## config.mk

```make
export PLATFORM = sky130hd
export DESIGN_NAME = pos_ring_injector_flat
export DESIGN_NICKNAME = d
export VERILOG_FILES = /design/src/rtl/MD_pkg.sv /design/src/rtl/pos_ring_injector_if.sv /design/src/rtl/pos_ring_injector.sv /design/src/flat_wrapper.sv
export SDC_FILE = /design/constraint.sdc
export NUM_CORES = 1
export LEC_CHECK = 0
export ABC_CLOCK_PERIOD_IN_PS = 4690
export BUFFER_PORTS_ARGS = -buffer_cell sky130_fd_sc_hd__buf_2
export CORE_ASPECT_RATIO = 0.9
export CORE_UTILIZATION = 49
export CTS_CLUSTER_SIZE = 14
export DETAILED_ROUTE_END_ITERATION = 12
export PLACE_DENSITY = 0.95
export SYNTH_ARGS = -nofsm -noshare
export SYNTH_HDL_FRONTEND = slang
export SYNTH_SLANG_ARGS = --single-unit
```

## constraint.sdc

```tcl
create_clock -name clk -period 4.69 [get_ports clk]
set_clock_uncertainty 0.15 [all_clocks]
set_input_delay 0 -clock clk [delete_from_list [all_inputs] [get_ports clk]]
set_output_delay 0 -clock clk [all_outputs]
set_load 0.05 [all_outputs]
```

## src/rtl/MD_pkg.sv

```systemverilog
// Shared widths and the injector state type for the molecular-dynamics position ring.
package MD_pkg;

    localparam int CACHE_ADDR_WIDTH        = 4;
    localparam int PARTICLE_ID_WIDTH       = CACHE_ADDR_WIDTH + 1;
    localparam int GLOBAL_CELL_ID_WIDTH    = 3;
    localparam int NODE_ID_WIDTH           = 3;
    localparam int NB_CELL_COUNT_WIDTH     = 3;
    localparam int NUM_REMOTE_DEST_NODES   = 3;
    localparam int OFFSET_PKT_STRUCT_WIDTH = 32;
    localparam int GCID_WIDTH              = 3 * GLOBAL_CELL_ID_WIDTH;
    localparam int SPLIT_WIDTH             = (NUM_REMOTE_DEST_NODES + 1) * NB_CELL_COUNT_WIDTH;

    typedef enum logic [2:0] {
        IDLE,
        READ,
        CAPTURE,
        PRESENT,
        DONE
    } inj_state_t;

endpackage

```

## src/rtl/pos_ring_injector_if.sv

```systemverilog
// Cache read port plus the local-injection bundle toward the attached ring node.
interface pos_ring_injector_if;
    import MD_pkg::*;

    logic                               o_cache_rd_en;
    logic [CACHE_ADDR_WIDTH-1:0]        o_cache_rd_addr;
    logic [OFFSET_PKT_STRUCT_WIDTH-1:0] i_cache_rd_data;
    logic                               i_dispatcher_back_pressure;
    logic                               i_dirty_feedback;
    logic [OFFSET_PKT_STRUCT_WIDTH-1:0] o_local_offset_pkt;
    logic [GCID_WIDTH-1:0]              o_local_gcid;
    logic [NODE_ID_WIDTH-1:0]           o_local_node_id;
    logic [SPLIT_WIDTH-1:0]             o_local_split_lifetime;
    logic                               o_local_valid;
    logic                               o_local_dirty;

    modport master (
        output o_cache_rd_en, o_cache_rd_addr,
        input  i_cache_rd_data, i_dispatcher_back_pressure, i_dirty_feedback,
        output o_local_offset_pkt, o_local_gcid, o_local_node_id,
        output o_local_split_lifetime, o_local_valid, o_local_dirty
    );

    modport slave (
        input  o_cache_rd_en, o_cache_rd_addr,
        output i_cache_rd_data, i_dispatcher_back_pressure, i_dirty_feedback,
        input  o_local_offset_pkt, o_local_gcid, o_local_node_id,
        input  o_local_split_lifetime, o_local_valid, o_local_dirty
    );

endinterface

```

## src/rtl/pos_ring_injector.sv

```systemverilog
// Walks one cell's position cache and offers each offset packet to the ring node,
// holding it until the node reports consumption through dirty feedback.
module pos_ring_injector
    import MD_pkg::*;
#(
    parameter int CACHE_RD_LATENCY = 1
) (
    input  logic                         clk,
    input  logic                         rst,
    input  logic                         i_start,
    input  logic [PARTICLE_ID_WIDTH-1:0] i_num_particles,
    input  logic [GCID_WIDTH-1:0]        i_gcid,
    input  logic [NODE_ID_WIDTH-1:0]     i_node_id,
    input  logic [SPLIT_WIDTH-1:0]       i_split_lifetime,
    pos_ring_injector_if.master          ring,
    output logic                         o_busy,
    output logic                         o_done
);

    localparam logic [CACHE_ADDR_WIDTH-1:0]  ADDR_ONE  = 1;
    localparam logic [PARTICLE_ID_WIDTH-1:0] COUNT_ONE = 1;

    // The READ -> CAPTURE timing assumes the cache answers exactly one cycle later.
    if (CACHE_RD_LATENCY != 1) begin : g_latency_check
        $error("pos_ring_injector supports only CACHE_RD_LATENCY = 1");
    end

    inj_state_t                         state;
    inj_state_t                         state_next;
    logic [CACHE_ADDR_WIDTH-1:0]        addr_q;
    logic [PARTICLE_ID_WIDTH-1:0]       count_q;
    logic [OFFSET_PKT_STRUCT_WIDTH-1:0] pkt_q;
    logic [GCID_WIDTH-1:0]              gcid_q;
    logic [NODE_ID_WIDTH-1:0]           node_id_q;
    logic [SPLIT_WIDTH-1:0]             split_q;
    logic                               consumed;
    logic                               last_particle;

    // Back pressure masks feedback, so a packet only retires when the node can really take it.
    assign consumed      = (state == PRESENT) && ring.i_dirty_feedback && !ring.i_dispatcher_back_pressure;
    assign last_particle = ({1'b0, addr_q} == (count_q - COUNT_ONE));

    always_ff @(posedge clk) begin
        if (rst) begin
            state <= IDLE;
        end else begin
            state <= state_next;
        end
    end

    always_ff @(posedge clk) begin
        if (rst) begin
            addr_q    <= '0;
            count_q   <= '0;
            pkt_q     <= '0;
            gcid_q    <= '0;
            node_id_q <= '0;
            split_q   <= '0;
        end else begin
            if ((state == IDLE) && i_start && (i_num_particles != '0)) begin
                addr_q    <= '0;
                count_q   <= i_num_particles;
                gcid_q    <= i_gcid;
                node_id_q <= i_node_id;
                split_q   <= i_split_lifetime;
            end
            if (state == CAPTURE) begin
                pkt_q <= ring.i_cache_rd_data;
            end
            if (consumed && !last_particle) begin
                addr_q <= addr_q + ADDR_ONE;
            end
        end
    end

    always_comb begin
        state_next         = state;
        ring.o_cache_rd_en = 1'b0;
        ring.o_local_valid = 1'b0;
        ring.o_local_dirty = 1'b0;
        o_busy             = 1'b0;
        o_done             = 1'b0;
        case (state)
            IDLE: begin
                if (i_start) begin
                    state_next = (i_num_particles == '0) ? DONE : READ;
                end
            end
            READ: begin
                ring.o_cache_rd_en = 1'b1;
                o_busy             = 1'b1;
                state_next         = CAPTURE;
            end
            CAPTURE: begin
                o_busy     = 1'b1;
                state_next = PRESENT;
            end
            PRESENT: begin
                o_busy             = 1'b1;
                ring.o_local_dirty = 1'b1;
                ring.o_local_valid = !ring.i_dispatcher_back_pressure;
                if (consumed) begin
                    state_next = last_particle ? DONE : READ;
                end
            end
            DONE: begin
                o_done     = 1'b1;
                state_next = IDLE;
            end
            default: state_next = IDLE;
        endcase
    end

    assign ring.o_cache_rd_addr        = addr_q;
    assign ring.o_local_offset_pkt     = pkt_q;
    assign ring.o_local_gcid           = gcid_q;
    assign ring.o_local_node_id        = node_id_q;
    assign ring.o_local_split_lifetime = split_q;

endmodule

```

## src/flat_wrapper.sv

```systemverilog
// flat-port wrapper written by rule: the top's interface ports become plain ports
module pos_ring_injector_flat import MD_pkg::*;
#(
    parameter int CACHE_RD_LATENCY = 1
)
  (clk, rst, i_start, i_num_particles, i_gcid, i_node_id, i_split_lifetime, o_busy, o_done, ring_o_cache_rd_en, ring_o_cache_rd_addr, ring_i_cache_rd_data, ring_i_dispatcher_back_pressure, ring_i_dirty_feedback, ring_o_local_offset_pkt, ring_o_local_gcid, ring_o_local_node_id, ring_o_local_split_lifetime, ring_o_local_valid, ring_o_local_dirty);
  pos_ring_injector_if ring_i ();
  input  logic clk;
  input  logic rst;
  input  logic i_start;
  input  logic [PARTICLE_ID_WIDTH-1:0] i_num_particles;
  input  logic [GCID_WIDTH-1:0] i_gcid;
  input  logic [NODE_ID_WIDTH-1:0] i_node_id;
  input  logic [SPLIT_WIDTH-1:0] i_split_lifetime;
  output logic o_busy;
  output logic o_done;
  output wire logic [$bits(ring_i.o_cache_rd_en)-1:0] ring_o_cache_rd_en;
  output wire logic [$bits(ring_i.o_cache_rd_addr)-1:0] ring_o_cache_rd_addr;
  input wire logic [$bits(ring_i.i_cache_rd_data)-1:0] ring_i_cache_rd_data;
  input wire logic [$bits(ring_i.i_dispatcher_back_pressure)-1:0] ring_i_dispatcher_back_pressure;
  input wire logic [$bits(ring_i.i_dirty_feedback)-1:0] ring_i_dirty_feedback;
  output wire logic [$bits(ring_i.o_local_offset_pkt)-1:0] ring_o_local_offset_pkt;
  output wire logic [$bits(ring_i.o_local_gcid)-1:0] ring_o_local_gcid;
  output wire logic [$bits(ring_i.o_local_node_id)-1:0] ring_o_local_node_id;
  output wire logic [$bits(ring_i.o_local_split_lifetime)-1:0] ring_o_local_split_lifetime;
  output wire logic [$bits(ring_i.o_local_valid)-1:0] ring_o_local_valid;
  output wire logic [$bits(ring_i.o_local_dirty)-1:0] ring_o_local_dirty;
  assign ring_o_cache_rd_en = ring_i.o_cache_rd_en;
  assign ring_o_cache_rd_addr = ring_i.o_cache_rd_addr;
  assign ring_i.i_cache_rd_data = ring_i_cache_rd_data;
  assign ring_i.i_dispatcher_back_pressure = ring_i_dispatcher_back_pressure;
  assign ring_i.i_dirty_feedback = ring_i_dirty_feedback;
  assign ring_o_local_offset_pkt = ring_i.o_local_offset_pkt;
  assign ring_o_local_gcid = ring_i.o_local_gcid;
  assign ring_o_local_node_id = ring_i.o_local_node_id;
  assign ring_o_local_split_lifetime = ring_i.o_local_split_lifetime;
  assign ring_o_local_valid = ring_i.o_local_valid;
  assign ring_o_local_dirty = ring_i.o_local_dirty;
  pos_ring_injector #(.CACHE_RD_LATENCY(CACHE_RD_LATENCY)) u_core (.clk(clk), .rst(rst), .i_start(i_start), .i_num_particles(i_num_particles), .i_gcid(i_gcid), .i_node_id(i_node_id), .i_split_lifetime(i_split_lifetime), .ring(ring_i), .o_busy(o_busy), .o_done(o_done));
endmodule
```

[Word-level counts from Yosys, hierarchy flattened]
Index checks and enable logic that the tools add are counted.
Cells by class
  add/subtract/negate cells: 2
  equal/unequal tests: 7
  mux-type cells: 12
  reductions and logical operators: 13
Operator list (number)
  $mux 3: 4
  $pmux 3 s4: 1
  $mux 4: 2
  $eq 3x2->1 const B: 2
  $eq 4x5->1: 1
  $logic_and 1x1->1: 5
  $logic_not 5->1: 1
  $mux 1: 5
  $reduce_bool 5->1: 1
  $sub 5x1->5 const B: 1
  $add 4x1->4 const B: 1
  $eq 3x1->1 const B: 1
  $eq 3x3->1 const B: 1
  $logic_not 3->1: 1
  $reduce_or 3->1: 1
  $logic_not 1->1: 2
  $ne 2x1->1 const B: 1
  $ne 2x2->1 const B: 1
  $reduce_and 2->1: 1
  $reduce_bool 2->1: 1
Word-level totals
  register bits: 68
  input port bits: 66
  output and inout port bits: 65
  word-level logic and storage cells: 41

[Longest topological paths before layout]
Gate-level depths: netlist of the first run.
  depth after elaboration: 5
  depth in mapped cells: 8
  mapped depth without buffers: 7

[Least setup slack after synthesis of the first run]
Ideal clock, no wire load.
  path kind: register -> register
  start: register u_core.count_q[0]
  end: register u_core.addr_q[3], in the netlist u_core.ring.o_cache_rd_addr[3]
  library setup time: 0.070 ns
  data arrival time: 1.862 ns
  data required time: 4.470 ns
  setup slack: 2.608 ns
  cell stages (with the launch flop): 9
  buffers on the path: 1
  period minus slack after synthesis: 2.082 ns
  cell sequence: dfxtp_1 inv_1 ha_1 nand4b_1 a21oi_1 o311a_1 buf_6 or4_1 a21oi_1
On the way
  cells in the longest elaborated chain, start to end: 5
  elaborated cells between the ends (all ways): 6
  those cells by class: 1 x add/sub; 1 x eq/ne; 1 x mux; 3 x reduce/logical
Ends and longest elaborated chain
  from (decl): RTL line pos_ring_injector.sv:31  | logic [PARTICLE_ID_WIDTH-1:0] count_q;
  from (signal assigned): RTL line pos_ring_injector.sv:62  | count_q <= i_num_particles;
  $sub 5x1->5 *: RTL line pos_ring_injector.sv:41  | assign last_particle = ({1'b0, addr_q} == (count_q - COUNT_ONE));
  $eq 4x5->1 *: RTL line pos_ring_injector.sv:41
  $logic_not 1->1 *: RTL line pos_ring_injector.sv:70  | if (consumed && !last_particle) begin
  $logic_and 1x1->1 *: RTL line pos_ring_injector.sv:70
  $mux 4 / $reduce_bool 2->1 (equally long branches)
  to (signal assigned): RTL line pos_ring_injector.sv:71  | addr_q <= addr_q + ADDR_ONE;
  to (decl): RTL line pos_ring_injector.sv:30  | logic [CACHE_ADDR_WIDTH-1:0] addr_q;
Every way passes the cells marked *; elsewhere a longest branch is shown, timed or not.
A chain may end at the register's enable or synchronous reset.

[Worst setup path after layout of the first run]
  start: register u_core.count_q[0]
  end: register u_core.state[0]
On the way
  cells in the longest elaborated chain, start to end: 5
Ends and longest elaborated chain
  $sub 5x1->5: RTL line pos_ring_injector.sv:41
  $eq 4x5->1: RTL line pos_ring_injector.sv:41
  $mux 3: RTL line pos_ring_injector.sv:103  | state_next = last_particle ? DONE : READ;
  $mux 3: RTL line pos_ring_injector.sv:102  | if (consumed) begin
  $pmux 3 s4: RTL line pos_ring_injector.sv:83  | case (state)
  to (signal assigned): RTL line pos_ring_injector.sv:47  | state <= state_next;
  to (decl): RTL line pos_ring_injector.sv:28  | inj_state_t state;
Every way passes these cells. The select of a mux whose other input is x is not followed.

==> summary.txt, run 1 <==
Clock tree
  • Clk root buf: clkbuf_8
  • CTS HTree Levels: 3
  • Setup bufs post-CTS: 0
  • CTS Buf Count: 9
  • TritonCTS clock tree: done
  • Register clock-pin slew on the reported worst setup and hold paths: 70 ps
  • CTS max path bufs: 2
  • Clock sink count: 68
  • Worst skew pair latency: 330 ps

Timing
  • Fmax: 320 MHz
  • Fin crit share: 0.666
  • Slew HR: 0.202
  • Fin. Hold Viols: 0
  • RSZ-0062 raised after global routing: false
  • Worst slew pin tran: between 1000 and 1500 ps
  • Setup tns final: 0 ps
  • Period minus WS final: between 3000 and 4000 ps
  • Final setup viols: 0
  • Pins Over Slew Limit: 0

Critical path
  • CP startpoint: u_core.count_q[0]
  • Crit start category: flop
  • WP data arrival: 3250 ps
  • Worst setup EP type: flop
  • Reg2reg start: u_core.count_q[0]
  • Slowest-stage cell, CP: dlygate4sd3_1
  • Setup slack, reg-to-reg: 1570 ps
  • Crit path max fanout: 10
  • Crit-path cells: inv_1 > ha_1 > nand4b_1 > a21oi_1 > o311a_1 > a31o_2 > dlygate4sd3_1 > a21oi_1 > dlygate4sd3_1
  • Crit Path Category: reg2reg
  • Slowest stage delay, CP: 550 ps
  • Req. time, crit path: 4820 ps

Final layout
  • Ant. Diodes: 0
  • Final Net Count: 587
  • Post-route cell area: 0.00418 mm^2
  • Area delta synth->final: 58.9%
  • Fraction of layout cells with a size suffix above 1: 0.290

Pwr
  • Max VDD drop: 0.257 mV
  • Leakage: 0.00191 uW
  • Cell Pwr Density: 392 mW/mm^2

GRT
  • Vias in the first global route: just under 3000
  • Remaining global-route overflow: 0
  • Largest net degree at the start of global routing: 68
  • Total track usage: 0.316
  • First-pass GRT wire length: 13600 um
  • Initial antenna violation count: 0

Yosys
  • Post-synthesis xor/xnor area fraction: 0.0166
  • Unique masters post-synth: 32
  • Syn Inst Count: 333
  • Syn_nets: 401
  • Combinational family with the most area after synthesis: simple AND/OR/NAND/NOR gates
  • Post-Synth Simple-Gate Area: 0.225
  • Synth Area in Compound Gates: 0.176
  • Asr flop ratio synth: 0
  • Prevailing post-synth register cell: dfxtp_1
  • Synth Area in Adders: 0.00950
  • Number of synthesized flops with an enable pin: 0
  • Post-synthesis mux area share: 0
  • Syn avg cell area: slightly below 8 um^2
  • Ys Warns: 0
  • Cell area after synthesis: 0.00263 mm^2
  • Yosys reg bits: ~70
  • Post-synthesis sequential area ratio: 0.517

Die
  • Top Ports: ~130
  • Row Count: 24
  • DIE AREA: 0.00567 mm^2
  • Initial core utilization: 0.525
  • Die H: ~72 um
  • Core Area: 0.00501 mm^2
  • Die width: ~80 um

Drt
  • DR iter-0 viols: 140
  • DR DRC count: 0
  • Via-to-Cell Ratio: 5.18
  • TritonRoute pass-1 iters: 6
  • DRT Wirelength: 8550 um
  • Vias post-DR: 3049
  • DR WL/cell: 14.5 um
  • Final ANT Viol Nets: 0

Place
  • Global placement routability congestion: 0.746
  • DP HPWL: 4660 um
  • Area of placed instances: between 0.003 and 0.004 mm^2
  • Buffers on Ports: between 100 and 150

Worst hold path
  • Hold WC Path Type: in2reg
  • Min-Delay Startpoint: ring_i_dispatcher_back_pressure

Flow run
  • Total of max-cap violations: 0

Outcome
  • Status: complete, no violations
## worst paths after layout
kind,end,depth (start not counted)
min reg2reg,u_core.ring.o_local_gcid[7],2
max,u_core.state[0],9
min,u_core.state[1],4
max reg2reg,u_core.state[0],9
## per-stage QoR
step | setup WS [ps] | std cells | hold WS, ps | power (uW) | util
global placement | 2570 | 508 | 89.0 | 964 | 0.652
finish | 1570 | 589 | 74.6 | 1640 | 0.834
global route | 1420 | 589 | 99.7 | 1700 | 0.834
CTS | 1590 | 589 | 48.2 | 1640 | 0.834
floorplan | 2610 | 333 | -58.5 | 888 | -
detailed placement | 2440 | 508 | 95.7 | 973 | 0.652
## routing by layer
metal,track usage,vias up,share of wire
met3,0.0841,38,0.048
met4,0.186,0,0.047
met5,0,-,0
met1,0.326,1397,0.37
met2,0.573,138,0.53
li1,-,1476,-
## report_power, final
part | leakage [uW] | total, uW | internal (uW) | switching [uW]
Combinational | 0.00122 | 371 | 120 | 251
Sequential | 0.000555 | 643 | 617 | 26.7
Clock | 0.000133 | 624 | 406 | 218
Total | 0.00191 | 1640 | 1140 | 496
## Yosys cell counts (all sizes together) (2+ instances only)
master / instances / area (um^2)
inv: 9 / 33.8
nor3: 5 / 25.0
o311ai: 2 / 17.5
nand2b: 2 / 12.5
o41ai: 2 / 17.5
ha: 2 / 25.0
clkbuf: 17 / 83.8
nand2: 124 / 465
xor2: 2 / 17.5
nand3: 2 / 10.0
buf: 5 / 31.3
nor2: 7 / 26.3
dfxtp: 68 / 1360
or4: 2 / 15.0
a21oi: 65 / 325
nand4b: 2 / 17.5
o2111ai: 3 / 32.5
xnor2: 3 / 26.3
## state kept, by name (all words and copies together) (netlist names)
signal	flops
u_core.count_q	5
u_core.ring.o_cache_rd_addr	4
u_core.ring.o_local_gcid	9
u_core.ring.o_local_node_id	3
u_core.ring.o_local_offset_pkt	32
u_core.ring.o_local_split_lifetime	12
u_core.state	3
## layout by cell type, fill, tap and decap left out, types with 3 or more instances in the layout
cell           Yosys  routed
inv_1              9       9
nor3_1             5       4
dlygate4sd3_1      0      65
xnor2_1            3       3
nand2_1          124     124
bufinv_16          0       4
dfxtp_1           68      68
nor2_1             7       7
clkbuf_8           2       9
buf_2              4     130
a21oi_1           65      65
## area by class of cell
class | instances | area [um^2]
sequential | 68 | 1360
multi-input combinational | 234 | 1130
tap | 65 | 81.3
fill | 305 | 831
clock inverter | 7 | 139
inverter | 9 | 33.8
clock buffer | 9 | 124
timing repair buffer | 197 | 1320
## critical path, delay by kind of cell, from the launching register on
kind / cells / cell delay, ps
buffers and inverters: 3 / 1160
adder cells (fa/ha/maj): 1 / 240
flip-flops: 1 / 390
AND/OR/NAND/NOR: 1 / 130
AO/OA/AOI/OAI: 4 / 990
## cells by family after synthesis
| logic type | after synthesis |
|---|---|
| XOR/XNOR | 5 |
| AND/OR/NAND/NOR | 147 |
| AO/OA/AOI/OAI | 80 |
| adder cells (fa/ha/maj) | 2 |
| buffers and inverters | 31 |
| flip-flops | 68 |
## timing repair
| item | in CTS | in global routing |
|---|---|---|
| resized for setup | 0 | 0 |
| endpoints found under the hold margin | 64 | 0 |
| setup endpoints to repair | 0 | 0 |
| hold buffers | 65 | 0 |
(Power assumes the default switching activity.)
==> inputs of run 2 (changes only) <==
- ABC_CLOCK_PERIOD_IN_PS: 4690 -> 2950
- CORE_UTILIZATION: 49 -> 45
- PLACE_DENSITY: 0.95 -> 0.9
- clock period: 4.69 -> 2.95 ns (I/O delays scaled with it)
==> run 2 against run 1 <==
Sequential share of layout area rose by 0.058 points. Fmax rose by 19%. Global-route usage fell by 5.3 points. Sequential power rose by 59%. Register-to-register slack got worse by 1200 ps. Via count fell by 0.39%. Sequential cell count did not move. Total power rose by 52%. Cell area fell by 0.18%. Cell count rose by 1.2%. Critical path type unchanged. Largest power group unchanged.
==> summary.txt, run 2 (synthesis results as in run 1) <==
Critical path
  • Crit start category: flop
  • Slowest-stage cell, CP: dlygate4sd3_1
  • CP top delay family: compound AO/OA/AOI/OAI gates
  • CP Buf/Inv Count: 2
  • WP data arrival: 2730 ps
  • Worst setup EP type: flop
  • Crit-path cells: inv_1 > ha_1 > nand4b_1 > a21oi_1 > o311a_1 > a31o_2 > dlygate4sd3_1 > a21oi_1
  • Crit path max fanout: 10
  • Req. time, crit path: 3060 ps
  • Slowest stage delay, CP: 570 ps
  • Crit-path most repeated cell: a21oi_1
  • Crit Path Category: reg2reg

Drt
  • TritonRoute pass-1 iters: 4
  • DR WL/cell: around 14 um
  • Final ANT Viol Nets: 0
  • Via-to-Cell Ratio: 5.10
  • DR iter-0 viols: 160
  • DR DRC count: 0
  • DRT Wirelength: 8270 um
  • Vias post-DR: 3037

Timing
  • Final setup viols: 0
  • Fin crit share: 0.887
  • Period minus WS final: between 2000 and 3000 ps
  • RSZ-0062 raised after global routing: false
  • Worst slew pin tran: roughly 600 ps
  • Post-route setup slack: 332 ps
  • Slew HR: 0.606
  • Fin. Hold Viols: 0
  • Pins Over Slew Limit: 0
  • Setup tns final: 0 ps
  • Fmax: between 300 and 400 MHz

Clock tree
  • Clock sink count: 68
  • Register clock-pin slew on the reported worst setup and hold paths: 70 ps
  • Setup bufs post-CTS: 0
  • CTS HTree Levels: 3
  • Clk root buf: clkbuf_8
  • PostCTS Resize Cnt: 0
  • CTS Buf Count: 9
  • TritonCTS clock tree: done
  • Hold_buf cts: 64
  • CTS max path bufs: 2
  • Worst skew pair latency: 330 ps

Worst hold path
  • Hold WC Path Type: in2reg

Die
  • Die H: 74.6 um
  • Die width: around 83 um
  • Core Area: between 0.005 and 0.006 mm^2
  • Top Ports: 131
  • Initial core utilization: 0.465
  • Row Count: 26
  • DIE AREA: around 0.006 mm^2

Final layout
  • Area delta synth->final: 58.6%
  • Fraction of layout cells with a size suffix above 1: 0.293
  • Fillers: 421
  • Ant. Diodes: 0
  • Most common cell after layout, fill and taps aside: buf_2
  • Final Net Count: roughly 590
  • Max FFs per register: 32
  • Area occupied by multi-input gates: 0.00113 mm^2
  • Sequential cell area: 0.00136 mm^2
  • Commonest cells after routing, fill and taps aside: 130 x buf_2, 124 x nand2_1, 68 x dfxtp_1

Outcome
  • Status: complete, no violations

Pwr
  • Pwr Total: approximately 2500 uW
  • Leakage: 0.00190 uW
  • Max VDD drop: 0.395 mV
  • Cell Pwr Density: 597 mW/mm^2

Place
  • Global placement routability congestion: 0.870
  • Place WS: roughly 730 ps
  • DP HPWL: 4550 um
  • Buffers on Ports: 130

GRT
  • Initial antenna violation count: 0
  • Total track usage: 0.263
  • Vias in the first global route: approximately 2800
  • First-pass GRT wire length: between 10000 and 15000 um
  • Largest net degree at the start of global routing: 36
  • Remaining global-route overflow: 0

Flow run
  • Total of max-cap violations: 0
==> run 2: cell count changes in the layout (fill, tap and decap cells not counted) <==
| cell | previous run | this run |
|---|---|---|
| clkinv_4 | 1 | 0 |
| clkinvlp_4 | 0 | 1 |
| clkbuf_1 | 0 | 1 |
| clkbuf_8 | 9 | 12 |
| dlygate4sd3_1 | 65 | 64 |
| buf_4 | 2 | 5 |
| clkinv_2 | 2 | 0 |
| bufinv_16 | 4 | 2 |
==> run 2: where the power goes <==
group          total, uW  switching (uW)  internal, uW
clock network        878             332           546
logic                591             397           194
registers           1020            42.0           981
total               2490             772          1720
==> run 2: worst paths after layout <==
| path | startpoint | to | slack [ps] | cells past startpoint |
|---|---|---|---|---|
| hold / removal | rst | u_core.ring.o_cache_rd_addr[3] | 20 | 2 |
| hold reg to reg | u_core.ring.o_local_split_lifetime[4] | u_core.ring.o_local_split_lifetime[4] | 300 | 2 |
| setup reg to reg | u_core.count_q[0] | u_core.state[0] | 330 | 8 |
| setup / recovery | u_core.count_q[0] | u_core.state[0] | 330 | 8 |
==> run 2: worst register-to-register path: stages, from the launching register on <==
cell and delay [ps]:
dfxtp_1 400, inv_1 80, ha_1 260, nand4b_1 120, a21oi_1 70, o311a_1 480, a31o_2 290, dlygate4sd3_1 570
a21oi_1 140
==> run 2: per-layer routing <==
layer,part of all wire,global-route usage,up-vias
li1,-,-,1475
met1,0.36,0.267,1378
met2,0.53,0.464,142
met3,0.056,0.0687,42
met4,0.050,0.193,0
met5,0,0,-
==> run 2: through the flow <==
stage	cell area [um^2]	util	instances	hold slack (ps)
finish	4180	0.738	596	22.3
global route	4180	0.738	596	49.2
floorplan	2630	-	333	-58.5
CTS	4180	0.738	596	6.34
global placement	3300	0.583	516	90.1
detailed placement	3300	0.583	516	94.9
==> run 2: cell type report <==
| cell class | instances | area share |
|---|---|---|
| Clock buffer | 13 | 0.0404 |
| Clock inverter | 3 | 0.0162 |
| Inverter | 9 | 0.00809 |
| Multi-Input combinational cell | 234 | 0.270 |
| Sequential cell | 68 | 0.326 |
| Tap cell | 70 | 0.0210 |
| Timing Repair Buffer | 199 | 0.318 |
==> inputs of run 3 (changes only) <==
- ABC_AREA: unset -> 1
- PLACE_DENSITY: 0.9 -> 0.79
- REMOVE_ABC_BUFFERS: unset -> 1
==> run 3 against run 2 <==
Via count increased by 2.6%. Register-to-register slack improved by 90 ps. Highest routed layer unchanged. Sequential share of layout area barely moved. Cell count grew 5.5%. Total power is 65% higher. Fmax is 4.6% lower. Sequential power increased by 32%.
==> summary.txt, run 3 <==
GRT
  • Initial antenna violation count: 0
  • Remaining global-route overflow: 0
  • GR Layer Usage met2: 0.465
  • Met1 usage: 0.308
  • M3 GR Usage: 0.0965
  • Total track usage: 0.268
  • Largest net degree at the start of global routing: 40
  • Layer with the highest usage: met2
  • First-pass GRT wire length: 12900 um
  • Vias in the first global route: 2859

Pwr
  • Clock network fraction of total power: 0.168
  • Cell Pwr Density: 987 mW/mm^2
  • Reg power frac: 0.327
  • Leakage: 0.00213 uW
  • Sw Ratio: 0.500
  • Comb power frac: 0.505
  • Max VDD drop: 0.626 mV
  • Pint: 2060 uW
  • Net Sw Power: 2060 uW

Die
  • Row Count: 26
  • Core Area: roughly 0.0057 mm^2
  • DIE AREA: 0.00621 mm^2
  • Die width: 83.0 um
  • Top Ports: 131
  • Die H: 74.9 um
  • Initial core utilization: 0.467

Yosys
  • Share of the synthesized area in the top cell type: 0.512
  • Asr flop ratio synth: 0
  • Top area cells in the synthesized netlist: dfxtp_1 51%, nor2_1 18%, o21ai_0 12%
  • Number of synthesized flops with an enable pin: 0
  • Cell taking the most area after synthesis: dfxtp_1
  • Yosys reg bits: 68
  • Prevailing post-synth register cell: dfxtp_1
  • Syn avg cell area: 7.32 um^2
  • Post-synthesis sequential area ratio: 0.512
  • Synth top cells by count: 129 x nor2_1, 68 x dfxtp_1, 62 x o21ai_0
  • Unique masters post-synth: 24
  • Most common cell in the synthesized netlist: nor2_1
  • Cell area after synthesis: 0.00266 mm^2
  • Ys Warns: 0
  • Syn Inst Count: ~360

Clock tree
  • CTS max path bufs: 2
  • Setup bufs post-CTS: 0
  • PostCTS Resize Cnt: 0
  • Register clock-pin slew on the reported worst setup and hold paths: approximately 70 ps
  • CTS Buf Count: 9
  • Clk root buf: clkbuf_8
  • CTS HTree Levels: 3
  • Worst skew pair latency: around 340 ps
  • TritonCTS clock tree: done
  • Clock sink count: 68

Timing
  • Fin. Hold Viols: 0
  • RSZ-0062 raised after global routing: false
  • Final setup viols: 0
  • Period minus WS final: 2740 ps
  • WHS: 269 ps
  • Pins Over Slew Limit: 0
  • Fmax: 364 MHz
  • Setup tns final: 0 ps
  • Worst slew pin tran: roughly 600 ps
  • Fin crit share: 0.930
  • Slew HR: 0.606

Place
  • DP HPWL: 4570 um
  • Buffers on Ports: 130
  • Global placement routability congestion: 0.788
  • Area of placed instances: ~0.0033 mm^2
  • DP Cell Count: 546

Drt
  • TritonRoute pass-1 iters: 5
  • DRT Wirelength: 8270 um
  • Via-to-Cell Ratio: 4.95
  • DR WL/cell: 13.2 um
  • Final ANT Viol Nets: 0
  • DR iter-0 viols: between 200 and 250
  • DR DRC count: 0
  • Vias post-DR: around 3100

Outcome
  • Status: complete, no violations

Flow run
  • Total of max-cap violations: 0

Critical path
  • R2r worst-path depth: 12
  • WP data arrival: roughly 2900 ps
  • CP startpoint: i_num_particles[4]
  • Req. time, crit path: 3090 ps
  • Crit path max fanout: 38
  • Worst setup EP type: flop
  • Crit start category: input pin
  • Setup crit end: u_core.ring.o_cache_rd_addr[0]
  • Setup slack, reg-to-reg: 420 ps
  • Crit Path Category: in2reg
  • FF-to-FF End: u_core.ring.o_cache_rd_addr[0]
  • Reg2reg start: u_core.count_q[0]

Final layout
  • Ant. Diodes: 0
  • Max FFs per register: 32
  • Commonest cells after routing, fill and taps aside: 130 x buf_2, 128 x nor2_1, 69 x dlygate4sd3_1
  • Fraction of layout cells with a size suffix above 1: 0.277
  • Area delta synth->final: 57.3%
  • Fin cells: ~630
  • Fillers: between 400 and 500
  • Most common cell after layout, fill and taps aside: buf_2
  • Final Net Count: about 620
  • Post-route cell area: roughly 0.0042 mm^2

Worst hold path
  • Hold WC Path Type: in2reg
-- run 3: cell count changes in the layout (fill, tap and decap cells not counted), sizes merged, moves of 3 or more --
cell         change
a21oi           -55
nor3             -3
nand2           -92
o2111ai          -3
nand3           +10
dlygate4sd3      +5
buf              -3
xnor2            -3
nor2           +123
inv              +9
o21ai           +63
-- run 3: through the flow --
step                       util  total power, uW  setup WS [ps]
final                     0.734             4120            206
after global routing      0.734             4360           32.7
after CTS                 0.734             4100            320
after detailed placement  0.582             3330           1110
after global placement    0.582             3290           1120
after floorplan               -             2860            762
-- run 3: cell type report --
type / instances / area, um^2 / share of cell area
clock buffers: 12 / 165 / 0.0395
repair buffers: 201 / 1360 / 0.325
flip-flops and latches: 68 / 1360 / 0.326
clock inverters: 2 / 10.0 / 0.00240
well taps: 70 / 87.6 / 0.0210
inverters: 18 / 70.1 / 0.0168
multi-input cells: 258 / 1130 / 0.270
-- run 3: power groups by stage --
| stage | clock network, uW | logic, uW | registers, uW |
|---|---|---|---|
| floorplan | 0 | 655 | 2200 |
| global placement | 0 | 1950 | 1340 |
| detailed placement | 0 | 1980 | 1350 |
| CTS | 706 | 2060 | 1340 |
| global route | 746 | 2230 | 1380 |
| finish | 694 | 2080 | 1350 |
-- run 3: kinds of logic (layout without fill, tap and decap cells) --
kind of cell             count (synthesis)  count (layout)  synth area share
AND/OR/NAND/NOR                        180             180             0.267
XOR/XNOR                                 1               1           0.00330
flip-flops                              68              68             0.512
buffers and inverters                   37             233            0.0641
AO/OA/AOI/OAI                           75              75             0.144
adder cells (fa/ha/maj)                  2               2           0.00942
-- run 3: routing by layer --
layer / vias to the layer above / part of all wire
met3: 19 / 0.092
met4: 0 / 0.019
met5: - / 0
li1: 1542 / -
met2: 156 / 0.47
met1: 1399 / 0.42
-- run 3: what timing repair did --
action	4_1_cts	5_1_grt
hold buffers	69	0
setup endpoints to repair	0	0
hold endpoints to repair	68	0
-- run 3: how the worst min path moves through the flow --
stage                                   from                            endpoint  slack [ps]  cells after the start
floorplan                                rst      u_core.ring.o_cache_rd_addr[0]         -80                      1
global placement    ring_i_cache_rd_data[21]  u_core.ring.o_local_offset_pkt[21]          70                      3
detailed placement  ring_i_cache_rd_data[11]  u_core.ring.o_local_offset_pkt[11]          80                      3
CTS                 ring_i_cache_rd_data[11]  u_core.ring.o_local_offset_pkt[11]         250                      4
global route        ring_i_cache_rd_data[13]  u_core.ring.o_local_offset_pkt[13]         290                      4
finish              ring_i_cache_rd_data[29]  u_core.ring.o_local_offset_pkt[29]         270                      4
-- run 3: critical path, cell delays in order --
cell	delay [ps]
dlygate4sd3_1	540
buf_2	130
nor2_1	80
dlygate4sd3_1	550
nand2_1	80
nand2_1	90
inv_2	40
nand2_2	430
nand3_1	190
a21oi_1	180
dlygate4sd3_1	560
